[config.mk]
export PLATFORM = sky130hd
export DESIGN_NAME = histeq_frame_sequencer
export DESIGN_NICKNAME = d
export VERILOG_FILES = /design/src/rtl/histeq_frame_sequencer.sv
export SDC_FILE = /design/constraint.sdc
export NUM_CORES = 1
export LEC_CHECK = 0
export ABC_AREA = 1
export BUFFER_PORTS_ARGS = -buffer_cell sky130_fd_sc_hd__buf_2
export CAP_MARGIN = 20
export CORE_ASPECT_RATIO = 1.1
export CORE_MARGIN = 5
export CORE_UTILIZATION = 39
export CTS_CLUSTER_DIAMETER = 120
export CTS_CLUSTER_SIZE = 25
export DETAILED_ROUTE_END_ITERATION = 7
export PLACE_DENSITY = 0.67
export SYNTH_ARGS = -nofsm -noshare
export SYNTH_HDL_FRONTEND = slang
export SYNTH_SLANG_ARGS = --single-unit
[constraint.sdc]
create_clock -name s00_axi_aclk -period 3.2 [get_ports s00_axi_aclk]
set_input_delay 0.32 -clock s00_axi_aclk [delete_from_list [all_inputs] [get_ports s00_axi_aclk]]
set_output_delay 0.32 -clock s00_axi_aclk [all_outputs]
set_load 0.02 [all_outputs]
[src/rtl/histeq_frame_sequencer.sv]
// histeq_frame_sequencer
//   Frame-level sequencer for the histogram-equalization IP. Each frame is
//   read twice over the AXI read channel: pass 0 feeds the histogram, a CDF
//   step builds the LUT, pass 1 feeds the pixel mapper whose output is
//   written back through fixed-length write bursts. o_intr is raised once
//   every write burst of the frame has been acknowledged.
//
// Ports
//   s00_axi_aclk / s00_axi_aresetn : clock, async active-low reset
//   start, src_addr, dst_addr      : run request and frame base addresses
//   o_intr, pass_sel               : frame done, active pass (0 hist, 1 map)
//   hist_clear, cdf_start, cdf_done: histogram/CDF engine handshake
//   m_ar*, m_r*                    : AXI read address / read data control
//   m_aw*, pix_valid, m_wready,
//   m_wlast, m_b*                  : AXI write address / data / response
//
// state   | meaning
// IDLE    | waiting for start
// H_AR    | histogram pass, read address pending
// H_R     | histogram pass, receiving read burst
// CDF     | CDF/LUT computation running
// M_AR    | map pass, read address pending
// M_R     | map pass, receiving read burst
// DRAIN   | all reads done, waiting for outstanding write responses
// DONE    | frame complete, o_intr held until start drops

module histeq_frame_sequencer #(
  parameter int IMG_BYTES   = 307200,
  parameter int BURST_BEATS = 256,
  parameter int ADDR_W      = 32
) (
  input  logic              s00_axi_aclk,
  input  logic              s00_axi_aresetn,
  input  logic              start,
  input  logic [ADDR_W-1:0] src_addr,
  input  logic [ADDR_W-1:0] dst_addr,
  output logic              o_intr,
  output logic              pass_sel,
  output logic              hist_clear,
  output logic              cdf_start,
  input  logic              cdf_done,
  output logic [ADDR_W-1:0] m_araddr,
  output logic [7:0]        m_arlen,
  output logic              m_arvalid,
  input  logic              m_arready,
  input  logic              m_rvalid,
  input  logic              m_rlast,
  output logic              m_rready,
  output logic [ADDR_W-1:0] m_awaddr,
  output logic [7:0]        m_awlen,
  output logic              m_awvalid,
  input  logic              m_awready,
  input  logic              pix_valid,
  input  logic              m_wready,
  output logic              m_wlast,
  input  logic              m_bvalid,
  output logic              m_bready
);

  localparam int NB = IMG_BYTES / (BURST_BEATS * 4);
  localparam int CW = $clog2(NB + 1);
  localparam int BW = (BURST_BEATS > 1) ? $clog2(BURST_BEATS) : 1;

  localparam logic [CW-1:0]     NB_C        = CW'(NB);
  localparam logic [CW-1:0]     LAST_K      = CW'(NB - 1);
  localparam logic [CW-1:0]     K_ONE       = CW'(1);
  localparam logic [BW-1:0]     BEAT_LAST   = BW'(BURST_BEATS - 1);
  localparam logic [BW-1:0]     B_ONE       = BW'(1);
  localparam logic [ADDR_W-1:0] BURST_BYTES = ADDR_W'(BURST_BEATS * 4);
  localparam logic [7:0]        LEN_C       = 8'(BURST_BEATS - 1);

  typedef enum logic [2:0] {
    S_IDLE, S_H_AR, S_H_R, S_CDF, S_M_AR, S_M_R, S_DRAIN, S_DONE
  } state_t;

  state_t            state_q;
  logic [ADDR_W-1:0] src_q, dst_q;
  logic [ADDR_W-1:0] araddr_q, awaddr_q;
  logic [CW-1:0]     rd_k_q, ar_cnt_q, aw_k_q, b_cnt_q;
  logic [BW-1:0]     wbeat_q, wbeat_d;
  logic              arvalid_q, rready_q, awvalid_q;
  logic              pass_sel_q, hist_clear_q, cdf_start_q, intr_q, bready_q;
  logic [7:0]        arlen_q, awlen_q;
  logic              w_accept;
  logic              aw_issue_d;

  assign w_accept   = pix_valid && m_wready;
  assign wbeat_d    = (wbeat_q == BEAT_LAST) ? '0 : wbeat_q + B_ONE;
  // A write burst may only be announced once its source burst has been
  // requested in the map pass.
  assign aw_issue_d = (aw_k_q < ar_cnt_q) && (aw_k_q < NB_C);

  always_ff @(posedge s00_axi_aclk or negedge s00_axi_aresetn) begin
    if (!s00_axi_aresetn) begin
      state_q      <= S_IDLE;
      src_q        <= '0;
      dst_q        <= '0;
      araddr_q     <= '0;
      awaddr_q     <= '0;
      rd_k_q       <= '0;
      ar_cnt_q     <= '0;
      aw_k_q       <= '0;
      b_cnt_q      <= '0;
      wbeat_q      <= '0;
      arvalid_q    <= 1'b0;
      rready_q     <= 1'b0;
      awvalid_q    <= 1'b0;
      pass_sel_q   <= 1'b0;
      hist_clear_q <= 1'b0;
      cdf_start_q  <= 1'b0;
      intr_q       <= 1'b0;
      bready_q     <= 1'b0;
      arlen_q      <= '0;
      awlen_q      <= '0;
    end else begin
      hist_clear_q <= 1'b0;
      cdf_start_q  <= 1'b0;
      bready_q     <= 1'b1;
      arlen_q      <= LEN_C;
      awlen_q      <= LEN_C;

      // Write side runs alongside the map-pass reads. The state case below
      // only touches these counters while pass_sel is low, so the two never
      // collide.
      if (pass_sel_q) begin
        if (awvalid_q) begin
          if (m_awready) begin
            awvalid_q <= 1'b0;
            aw_k_q    <= aw_k_q + K_ONE;
            awaddr_q  <= awaddr_q + BURST_BYTES;
          end
        end else if (aw_issue_d) begin
          awvalid_q <= 1'b1;
        end
        if (w_accept) wbeat_q <= wbeat_d;
        if (m_bvalid && (b_cnt_q < NB_C)) b_cnt_q <= b_cnt_q + K_ONE;
      end

      case (state_q)
        S_IDLE: begin
          if (start) begin
            src_q        <= src_addr;
            dst_q        <= dst_addr;
            araddr_q     <= src_addr;
            awaddr_q     <= dst_addr;
            rd_k_q       <= '0;
            ar_cnt_q     <= '0;
            aw_k_q       <= '0;
            b_cnt_q      <= '0;
            wbeat_q      <= '0;
            hist_clear_q <= 1'b1;
            arvalid_q    <= 1'b1;
            state_q      <= S_H_AR;
          end
        end
        S_H_AR, S_M_AR: begin
          if (arvalid_q && m_arready) begin
            arvalid_q <= 1'b0;
            rready_q  <= 1'b1;
            if (state_q == S_M_AR) begin
              ar_cnt_q <= ar_cnt_q + K_ONE;
              state_q  <= S_M_R;
            end else begin
              state_q  <= S_H_R;
            end
          end
        end
        S_H_R, S_M_R: begin
          if (m_rvalid && m_rlast) begin
            rready_q <= 1'b0;
            rd_k_q   <= rd_k_q + K_ONE;
            if (rd_k_q < LAST_K) begin
              araddr_q  <= araddr_q + BURST_BYTES;
              arvalid_q <= 1'b1;
              state_q   <= (state_q == S_H_R) ? S_H_AR : S_M_AR;
            end else if (state_q == S_H_R) begin
              cdf_start_q <= 1'b1;
              state_q     <= S_CDF;
            end else begin
              state_q <= S_DRAIN;
            end
          end
        end
        S_CDF: begin
          if (cdf_done) begin
            pass_sel_q <= 1'b1;
            rd_k_q     <= '0;
            araddr_q   <= src_q;
            arvalid_q  <= 1'b1;
            state_q    <= S_M_AR;
          end
        end
        S_DRAIN: begin
          if (b_cnt_q == NB_C) begin
            intr_q     <= 1'b1;
            pass_sel_q <= 1'b0;
            state_q    <= S_DONE;
          end
        end
        S_DONE: begin
          if (!start) begin
            intr_q   <= 1'b0;
            rd_k_q   <= '0;
            ar_cnt_q <= '0;
            aw_k_q   <= '0;
            b_cnt_q  <= '0;
            wbeat_q  <= '0;
            awaddr_q <= dst_q;
            state_q  <= S_IDLE;
          end
        end
        default: state_q <= S_IDLE;
      endcase
    end
  end

  assign o_intr     = intr_q;
  assign pass_sel   = pass_sel_q;
  assign hist_clear = hist_clear_q;
  assign cdf_start  = cdf_start_q;
  assign m_araddr   = araddr_q;
  assign m_arlen    = arlen_q;
  assign m_arvalid  = arvalid_q;
  assign m_rready   = rready_q;
  assign m_awaddr   = awaddr_q;
  assign m_awlen    = awlen_q;
  assign m_awvalid  = awvalid_q;
  assign m_bready   = bready_q;
  // Combinational so the last beat is flagged in the same cycle it is offered.
  assign m_wlast    = pix_valid && (wbeat_q == BEAT_LAST);

endmodule
==> impl_metrics.ini <==
[layout]
area_delta_synth_final_pct = 16.1
drive_gt1_frac = 0.172
nFillCells = 2565
fin_util = 0.458
fin_nets = 1541
num_antenna_cells = 0

[synthesis]
synthTopCellsByCount = nand2_1, dfrtp_1, inv_1
synth_edf_count = 0
synth-seq-area-share = 0.459
netlist_instances = 1314
synthesis.nets = 1405
ys_seq_elements = 183
synth_top_area_frac = 0.459
syn_area_per_cell_sq_um = 7.59
yosysTopAreaCell = dfrtp_1
synthesis.area_sq_mm = 0.00998
synth.most_common_cell = nand2_1
synth.distinct_cells = 43
yosysWarnings = 0
synth_ff_type = dfrtp_1
synthArstFlopShare = 1.00
synth_area_leaders = dfrtp_1, nand2_1, o21ai_0

[clock_network]
worstSkewPairLatency_ns = 0.43
clockBufferDepth = 2
clkSinkCount = 183
cts.clk_slew.worst_paths_ns = 0.07
numCtsBuffers = 17
htreeDepth = 4
post_cts_resized = 0
cts_hold_repair.buffers = 1
cts_tree = yes
post_cts_buffers = 0
root_buffer = clkbuf_16

[detailed_routing]
vias_per_cell = 4.94
dr.pass1.iters = 5
wl_per_cell_um = 14.1
ant_nets = 0
via_count = 8931
wirelength_um = 25500
route.detailed.drc = 0
drtIter0Drc = 589

[placed_design]
place_ws_ns = 0.719
io_buffers = 163
routabilityCongestion = 0.878
place.detailed.hpwl_um = 18600

[setup_path]
slowest_delay_ns = 0.58
cp_common_cell = nand2_1
cp_top_family = buffers and inverters
crit_buf_inv = 3
path_cells = nor2_2 > nand3_2 > inv_2 > buf_4 > nand2_1 > o21ai_0 > inv_1 > nand2_1
path_max_fanout = 35
cp-start-kind = flip-flop
cpMaxStageDelayCell = inv_2
crit_start = state_q[1]
crit-reg2reg-launch = state_q[1]
arrival_ns = 2.87
critPathRequiredTime_ns = 3.56
end_kind = flip-flop
crit_type = flip-flop to flip-flop

[die]
coreArea_sq_mm = 0.0253
die_area_sq_mm = 0.0289
dieWidth_um = 163
initial_core_util = 0.395
rows = 61
num_io_pins = 164
fp.dieH_um = 178

[worst_hold_path]
hp-class = input port to flip-flop
hold_start = src_addr[18]

[global_routing]
grt_max_degree = 93
grt_use_total = 0.177
overflow = 0
grt_pass1_wl_um = 42000
antenna_found_initial = 2
grt_pass1_vias = 8556

[sta]
setup_tns_ns = 0
fin_skew_ns = 0.0121
fmax_mhz = 398
worst_slack_ns = 0.690
fin_crit_ns = 2.51
setup_violations = 0
slew_violations = 0
period_share = 0.784
rsz0062_at_grt = no
relSlewSlack = 0.486
hold_viol = 0
worst_pin_slew_ns = 0.771

[flow_run]
cap_viol_max_count = 0

[power_and_ir_drop]
power_w = 0.00561
p_per_area_mw_per_mm2 = 485
power.leakage_nw = 5.95
vdd_drop_max_uv = 340

[outcome]
status = complete, no violations
-- tightest hold or removal path: cells and delay by family --
kind / cells / cell delay, ns
buf+inv: 1 / 0.09
simple gates: 2 / 0.10
-- cells in the final DEF (no fill, tap or decap), types with 6 or more instances in the layout --
cell / n
a21oi_1: 33
buf_2: 162
buf_4: 7
clkbuf_16: 17
dfrtp_1: 183
ha_1: 16
inv_1: 170
inv_2: 6
mux2_2: 10
nand2_1: 368
nand2_2: 6
nand3_1: 78
nand4_1: 20
nor2_1: 119
nor3_1: 9
o211ai_1: 22
o21ai_0: 132
o21ai_1: 9
or2_2: 10
xor2_1: 22
-- metal layers --
metal,vias up,global-route usage,wire length (um)
met4,4,0.0465,396
met1,4168,0.230,11400
met3,28,0.0407,1590
met5,-,0,27
met2,274,0.299,12100
li1,4457,-,-
-- area by class of cell --
| cell class | count | area, sq um | area share |
|---|---|---|---|
| Sequential cell | 183 | 4580 | 0.395 |
| Multi-Input combinational cell | 898 | 4410 | 0.380 |
| Inverter | 178 | 671 | 0.0579 |
| Clock buffer | 19 | 453 | 0.0391 |
| Tap cell | 346 | 433 | 0.0374 |
| Timing Repair Buffer | 172 | 907 | 0.0783 |
| Clock inverter | 12 | 133 | 0.0115 |
-- sequential cells by signal, indices dropped and copies added (netlist names), 3 cells and up --
register / cells
dst_q: 32
m_araddr: 32
m_awaddr: 32
src_q: 32
ar_cnt_q: 9
aw_k_q: 9
b_cnt_q: 9
rd_k_q: 9
wbeat_q: 8
state_q: 3
-- where the power goes --
part	switching (W)	internal, W	leakage, nW
Combinational	0.000519	0.000319	3.50
Clock	0.000972	0.00114	0.287
Sequential	0.000189	0.00247	2.16
Total	0.00168	0.00393	5.95
-- cells by family (layout without fill, tap and decap cells) --
kind of cell	Yosys count	in the layout	synth area share
adder cells (fa/ha/maj)	16	16	0.0201
AND/OR/NAND/NOR	631	631	0.268
flip-flops	183	183	0.459
AO/OA/AOI/OAI	214	214	0.118
XOR/XNOR	26	26	0.0228
buffers and inverters	233	381	0.0998
multiplexers	10	10	0.0113
other	1	1	0.000376
-- worst paths after layout --
check	end	slack (ns)	cells after the start
hold reg to reg	wbeat_q[6]	0.47	1
setup / recovery	m_awaddr[31]	0.69	8
max in group asynchronous	rd_k_q[5]	1.82	3
setup reg to reg	m_awaddr[31]	0.69	8
min in group asynchronous	wbeat_q[1]	0.51	2
hold / removal	src_q[18]	0.12	3
-- through the flow --
step           hold slack (ns)  instances  instance area [sq um]
6_report                 0.116       1808                  11600
5_1_grt                  0.105       1808                  11600
4_1_cts                 0.0957       1808                  11600
3_5_place_dp             0.447       1776                  11000
3_3_place_gp             0.444       1776                  11000
2_1_floorplan           0.0244       1314                   9980
No activity file was read; power rests on OpenSTA's default activity.
